--- src/rtl/scorehand_seq.sv ---
// Sequential hand scorer: accepts one card per handshake and keeps the running score mod MODULUS.
// Optional macro SCOREHAND_DRAW_RULE_EN adds the registered need_third output.
module scorehand_seq #(
   parameter int unsigned CARD_W      = 4,
   parameter int unsigned MAX_CARDS   = 3,
   parameter int unsigned MODULUS     = 10,
   parameter int unsigned NATURAL_MIN = 8,
   parameter int unsigned SCORE_W     = $clog2(MODULUS),
   parameter int unsigned CNT_W       = $clog2(MAX_CARDS + 1)
) (
   input  logic               slow_clock,
   input  logic               reset,
   input  logic               clear,
   input  logic               card_valid,
   input  logic [CARD_W-1:0]  card,
   output logic               card_ready,
   output logic [SCORE_W-1:0] score,
   output logic [CNT_W-1:0]   num_cards,
   output logic               hand_full,
   output logic               natural,
   output logic               score_valid
`ifdef SCOREHAND_DRAW_RULE_EN
   ,
   output logic               need_third
`endif
);

   typedef enum logic [1:0] {StEmpty, StPartial, StFull} state_t;

   state_t             state;
   logic [3:0]         card_val;
   logic [SCORE_W:0]   sum;
   logic [SCORE_W:0]   sum_red;
   logic [SCORE_W-1:0] acc_score;
   logic [CNT_W-1:0]   acc_cnt;
   logic               acc_full;
   logic               acc_nat;
   logic               accept;

   assign card_ready = !hand_full && !clear;
   assign accept     = card_valid && !clear && (state != StFull);

   // Card value, pre-reduced so one conditional subtraction always completes the modulo.
   always_comb begin
      card_val = 4'd0;
      if (32'(card) >= 1 && 32'(card) <= 9) card_val = 4'(32'(card));
      for (int i = 0; i < 8; i++) begin
         if (32'(card_val) >= MODULUS) card_val = card_val - 4'(MODULUS);
      end
   end

   always_comb begin
      sum = {1'b0, score} + (SCORE_W + 1)'(card_val);
      if (32'(sum) >= MODULUS) sum_red = sum - (SCORE_W + 1)'(MODULUS);
      else                     sum_red = sum;
      acc_score = sum_red[SCORE_W-1:0];
      acc_cnt   = num_cards + CNT_W'(1);
      acc_full  = (32'(acc_cnt) == MAX_CARDS);
      acc_nat   = (32'(acc_cnt) == 2) && (32'(acc_score) >= NATURAL_MIN);
   end

`ifdef SCOREHAND_DRAW_RULE_EN
   logic acc_draw;
   assign acc_draw = (32'(acc_cnt) == 2) && (32'(acc_score) <= 5) && !acc_nat;
`endif

   always_ff @(posedge slow_clock) begin
      if (reset || clear) begin
         state       <= StEmpty;
         score       <= '0;
         num_cards   <= '0;
         hand_full   <= 1'b0;
         natural     <= 1'b0;
         score_valid <= 1'b0;
`ifdef SCOREHAND_DRAW_RULE_EN
         need_third  <= 1'b0;
`endif
      end else if (accept) begin
         state       <= acc_full ? StFull : StPartial;
         score       <= acc_score;
         num_cards   <= acc_cnt;
         hand_full   <= acc_full;
         natural     <= acc_nat;
         score_valid <= 1'b1;
`ifdef SCOREHAND_DRAW_RULE_EN
         need_third  <= acc_draw;
`endif
      end else begin
         score_valid <= 1'b0;
      end
   end

endmodule

--- config.mk ---
export PLATFORM = sky130hd
export DESIGN_NAME = scorehand_seq
export DESIGN_NICKNAME = d
export VERILOG_FILES = /design/src/rtl/scorehand_seq.sv
export SDC_FILE = /design/constraint.sdc
export NUM_CORES = 1
export LEC_CHECK = 0
export BUFFER_PORTS_ARGS = -buffer_cell sky130_fd_sc_hd__buf_4
export CORE_MARGIN = 5
export CORE_UTILIZATION = 45
export DETAILED_ROUTE_END_ITERATION = 8
export GPL_TIMING_DRIVEN = 0
export PLACE_DENSITY = 0.74
export SLEW_MARGIN = 20
export SYNTH_ARGS = -nofsm -noshare
export SYNTH_HDL_FRONTEND = slang
export SYNTH_SLANG_ARGS = --single-unit
--- constraint.sdc ---
create_clock -name slow_clock -period 5.9 [get_ports slow_clock]
set_input_delay 0 -clock slow_clock [delete_from_list [all_inputs] [get_ports slow_clock]]
set_output_delay 0 -clock slow_clock [all_outputs]
set_load 0.05 [all_outputs]
==> flow_summary.json, run 1 <==
{
  "finalCritPeriodShare_pct": 101,
  "slew_viol_final": 0,
  "crit_required_ns": 6.12,
  "fill_cells": 224,
  "final_net_count": 278,
  "vias": 1663,
  "p_per_area_nw_per_um2": 155,
  "rsz0062_at_grt": "true",
  "cp.buffers_inverters": 5,
  "die_y_um": 66.5,
  "drcViolationCount": 0,
  "timing.critical_path.mode_cell": "ha_4",
  "hold_slack_ns": 0.146,
  "placed_area_um2": 1760,
  "ys_warn_count": 0,
  "cts.reportedPaths.clkPinSlew_ns": 0.07,
  "vdd_ir_drop_max_uv": 160,
  "num_rows": 20,
  "crit_path_start_kind": "primary input",
  "fmax_mhz": 169,
  "synth.distinct_cells": 56,
  "end_kind": "flop",
  "m1WireLength_mm": 1.92,
  "yosys_register_bits": 10,
  "diodes": 0,
  "dieArea_um2": 4420,
  "final-setup-viol-count": 3,
  "synth-edff-count": 0,
  "wl_per_cell_um": 15.8,
  "criticalPathCategory": "primary input to flop",
  "die_x_um": 66.5,
  "final_common_cell": "buf_4",
  "insertion_delay_ns": 0.28,
  "syn_nets": 213,
  "via_per_inst": 5.68,
  "routed_wl_mm": 4.62,
  "antenna_found_initial": 0,
  "mostFrequentLayoutCells": "buf_4 (56), nor2_1 (19), inv_1 (12), nand2_1 (10), dfxtp_1 (10)",
  "violations": "negative setup slack",
  "syn_area_per_cell_um2": 7.76,
  "yosysSeqAreaShare_pct": 13.9,
  "cp.arrival_ns": 6.15,
  "p_leak_uw": 0.00106,
  "min_period_ns": 5.93,
  "ant_nets": 0,
  "dp_hpwl_mm": 2.81,
  "max_stage_delay_ns": 0.39,
  "grt_overflow": 0,
  "cp_max_fo": 7,
  "synth_area_um2": 1440,
  "area_growth_pct": 63.5,
  "highest_layer": "met4",
  "grt_pass1_vias": 1535,
  "gp_congestion": 0.871,
  "fin_skew_ns": 0.00143,
  "synthFlopType": "dfxtp_1",
  "max_cap_violations": 0,
  "clock_tree.root_cell": "clkbuf_4",
  "hp-class": "primary input to flop",
  "p_total_uw": 364,
  "multi_input_area_um2": 1460,
  "slowest_stage": "or3b_4",
  "cts.sinks": 10,
  "numPortBuffers": 16,
  "cts_made_buffers": 3,
  "slew_headroom_pct": 45.7,
  "outcome": "finished, violations left",
  "path_delay_family": "compound AO/OA/AOI/OAI gates",
  "setup_ws_ns": -0.0335,
  "tightest_slew_ns": 0.806,
  "grt_pass1_wl_mm": 6.65,
  "dr.pass1.iters": 4,
  "finalHoldViolations": 0,
  "wl_met3_um": 113,
  "register_area_um2": 200,
  "grt_max_degree": 11,
  "post-place-ws_ns": -0.830,
  "wl_met2_mm": 2.47,
  "core_area_um2": 3050,
  "cts_buffer_depth": 2,
  "async_reset_ff_share_pct": 0,
  "cts_tree": "done",
  "finalInstanceArea_um2": 2350,
  "io_pins": 18,
  "cts_hold_buf": 0,
  "track_usage_pct": 19.0,
  "drt_iter0_drc": 134,
  "drive_gt1_share_pct": 49.4,
  "cts.htree.levels": 1,
  "start_util_pct": 47.0,
  "synth_cells": 185
}
[synth_stat cells, types with 3 or more instances]
cell type / count / area [um^2]
nand2_1: 14 / 52.6
or3b_1: 3 / 26.3
a21oi_1: 10 / 50.1
xnor2_1: 3 / 26.3
nor3_1: 4 / 20.0
inv_1: 16 / 60.1
dfxtp_1: 10 / 200
a31oi_1: 3 / 18.8
ha_1: 19 / 238
o21ai_0: 5 / 25.0
nor2_1: 22 / 82.6
nor4_1: 3 / 18.8
nand2b_1: 6 / 37.5
a21o_1: 7 / 52.6
a211oi_1: 6 / 45.0
[worst reg2reg max path, cell delays in order, from the launching register on]
cell and delay [ns]:
dfxtp_1 0.38, ha_1 0.20, inv_1 0.07, fa_2 0.39
xor2_2 0.20, ha_2 0.20, buf_4 0.14, nor3_1 0.24
a21oi_2 0.07, nor2_1 0.12, a21oi_1 0.05, nor2_1 0.10
[registers in the layout, summed over array words and instances (netlist names)]
signal       flops
num_cards        2
score            4
hand_full        1
natural          1
score_valid      1
state            1
[metal layers]
metal / global-route usage [%] / up-vias
met1: 20.3 / 799
met2: 37.9 / 50
met5: 0 / -
met4: 6.85 / 0
met3: 1.69 / 13
li1: - / 801
[timing repair]
action | in CTS | in global routing
buffers inserted | 19 | 25
pin swaps | 21 | 30
setup endpoints to repair | 4 | 4
resized for setup | 14 | 32
[through the flow]
| step | TNS [ns] | std cells | util (%) |
|---|---|---|---|
| floorplan | 0 | 185 | - |
| global placement | -1.78 | 245 | 57.5 |
| detailed placement | -2.77 | 245 | 57.5 |
| CTS | 0 | 268 | 65.9 |
| global route | -1.05 | 293 | 76.9 |
| finish | -0.0635 | 293 | 76.9 |
[where the power goes]
| part | internal [uW] | switching [uW] |
|---|---|---|
| clock network | 37.6 | 26.9 |
| logic | 113 | 114 |
| registers | 70.2 | 2.51 |
| total | 221 | 144 |
[path summary, 6_finish.rpt]
path                            startpoint        end  slack [ns]  depth (start not counted)
worst max-delay path               card[2]    natural       -0.03                         37
worst min-delay path            card_valid   state[0]        0.15                          4
worst max register to register    score[0]    natural        3.70                         11
worst min register to register   hand_full  hand_full        0.49                          2
[cell families (layout without fill, tap and decap cells)]
kind of cell,count (synthesis),after routing,share of synthesized area [%]
DFF,10,10,13.9
AOI/OAI and AO/OA,58,58,32.3
and+or+nand+nor,69,69,25.5
xor gates and xnor gates,4,4,2.44
buffers and inverters,22,86,6.36
muxes,2,2,1.48
adders and majority gates,20,20,17.9
[cell type report]
cell class / count / share of cell area [%]
plain buffers: 4 / 1.65
clock buffers: 4 / 1.55
inverters: 18 / 3.09
multi-input cells: 153 / 62.3
flip-flops and latches: 10 / 8.52
well taps: 44 / 2.34
repair buffers: 60 / 20.6
(Power assumes the default switching activity.)
==> run 2: changes to the inputs <==
GPL_TIMING_DRIVEN = unset   (was 0)
PLACE_DENSITY = 0.71   (was 0.74)
clock period = 7.3 ns   (was 5.9 ns; I/O delays follow)
==> run 2 against run 1 <==
- the run now ends clean
- critical path depth decreased by 1
- combinational power down 52%
- sequential share of layout area grew 3.5 points
==> flow_summary.json, run 2 (synthesis results as in run 1) <==
{
  "outcome": "complete, no violations",
  "cts_hold_buf": 0,
  "finalHoldViolations": 0,
  "dr.pass1.iters": 4,
  "min_path_cells": 3,
  "worstHoldEndpoint": "hand_full",
  "finalInstanceArea_um2": 1670,
  "cts.sinks": 10,
  "drt_iter0_drc": 137,
  "reg_top3": "score x4, num_cards x2",
  "cts.htree.levels": 1,
  "fin_skew_ns": 0.000251,
  "rsz0062_at_grt": "false",
  "die_y_um": 66.5,
  "slew_viol_final": 0,
  "hold_slack_ns": 0.125,
  "p_per_area_nw_per_um2": 131,
  "cts_made_buffers": 3,
  "slew_headroom_pct": 61.3,
  "max_cap_violations": 0,
  "wl_per_cell_um": 13.3,
  "reg2regPathDepth": 10,
  "cts_buffer_depth": 2,
  "track_usage_pct": 16.1,
  "setup_ws_ns": 0.601,
  "r2r_slack_ns": 5.06,
  "num_rows": 20,
  "final_net_count": 232,
  "crit_path_start_kind": "primary input",
  "tightest_slew_ns": 0.575,
  "mostFrequentLayoutCells": "nor2_1 (22), ha_1 (18), buf_4 (18), inv_1 (16), nand2_1 (14)",
  "routed_wl_mm": 3.28,
  "dp_hpwl_mm": 2.72,
  "io_pins": 18,
  "drive_gt1_share_pct": 21.2,
  "final_util_pct": 54.6,
  "dieArea_um2": 4420,
  "final-setup-viol-count": 0,
  "numPortBuffers": 17,
  "grt_pass1_wl_mm": 5.67,
  "drcViolationCount": 0,
  "min_period_ns": 6.70,
  "antenna_found_initial": 0,
  "gp_congestion": 0.847,
  "clock_tree.root_cell": "clkbuf_4",
  "vdd_ir_drop_max_uv": 130,
  "reg2reg_to": "score[2]",
  "ant_nets": 0,
  "worstHoldStart": "reset",
  "end_kind": "flop",
  "area_growth_pct": 16.1,
  "cts.reportedPaths.clkPinSlew_ns": 0.07,
  "fmax_mhz": 149,
  "largest_register": "score",
  "p_leak_uw": 0.000761,
  "cp.arrival_ns": 6.89,
  "start_util_pct": 47.0,
  "placed_area_um2": 1600,
  "finalCritPeriodShare_pct": 91.8,
  "vias": 1382,
  "cp_max_fo": 8,
  "grt_pass1_vias": 1361,
  "timing.critical_path.mode_cell": "ha_1",
  "post-place-ws_ns": -0.00125,
  "insertion_delay_ns": 0.26,
  "cts_tree": "done",
  "grt_overflow": 0,
  "core_area_um2": 3050,
  "crit_required_ns": 7.49,
  "final_cell_count_no_fill": 247,
  "diodes": 0,
  "die_x_um": 66.5,
  "via_per_inst": 5.60,
  "dp.cells": 243,
  "largest_reg_flops": 4,
  "max_stage_delay_ns": 0.37,
  "final_common_cell": "nor2_1",
  "hp-class": "primary input to flop",
  "r2r_start": "score[0]",
  "grt_max_degree": 14,
  "slowest_stage": "o32ai_4",
  "criticalPathCategory": "primary input to flop"
}
## run 2: changes by cell type in the layout (fill, tap and decap cells not counted), moves of 4 or more
cell / change
ha_1: +9
nand2_1: +4
buf_4: -38
ha_4: -6
inv_1: +4
## run 2: metrics by stage
step / setup TNS, ns / power, uW
floorplan: 0 / 143
global placement: 0 / 162
detailed placement: -0.00125 / 167
CTS: 0 / 218
global route: 0 / 239
finish: 0 / 218
## run 2: worst max-delay path by stage
stage,endpoint,from,cells past startpoint
after floorplan,score[2],card[3],36
after global placement,score[2],card[3],36
after detailed placement,score[2],card[3],37
after CTS,score[2],card[3],37
after global routing,score[2],card[3],37
final,score[2],card[3],36
## run 2: timing repair
action	4_1_cts	5_1_grt
setup endpoints to repair	0	3
setup buffers	0	0
gates resized for setup	0	7
hold endpoints to repair	0	0
## run 2: layout make-up
| cell class | count | area [um^2] |
|---|---|---|
| Timing Repair Buffer | 18 | 135 |
| Tap cell | 44 | 55.1 |
| Inverter | 18 | 67.6 |
| Clock buffer | 4 | 36.3 |
| Fill cell | 300 | 1390 |
| Sequential cell | 10 | 200 |
| Multi-Input combinational cell | 153 | 1170 |
## run 2: routing by layer
layer  global-route usage (%)  wire (um)  vias up
met2                     28.9       1690       26
met3                     3.37        103        6
li1                         -          -      710
met4                     7.36         53        0
met5                        0          0        -
met1                     17.9       1440      640
## run 2: critical path: cells and delay by family
family                   cells  cell delay [ns]
AO/OA/AOI/OAI               12             2.64
XOR/XNOR                     1             0.22
adder cells (fa/ha/maj)      8             1.99
buffers and inverters        4             0.38
multiplexers                 1             0.21
AND/OR/NAND/NOR             10             1.42
## run 2: report_power, final
part / total, uW / internal (uW) / switching, uW / leakage (uW)
Clock: 49.6 / 30.3 / 19.3 / 0.0000210
Combinational: 110 / 46.0 / 64.0 / 0.000659
Sequential: 58.7 / 56.7 / 1.99 / 0.0000815
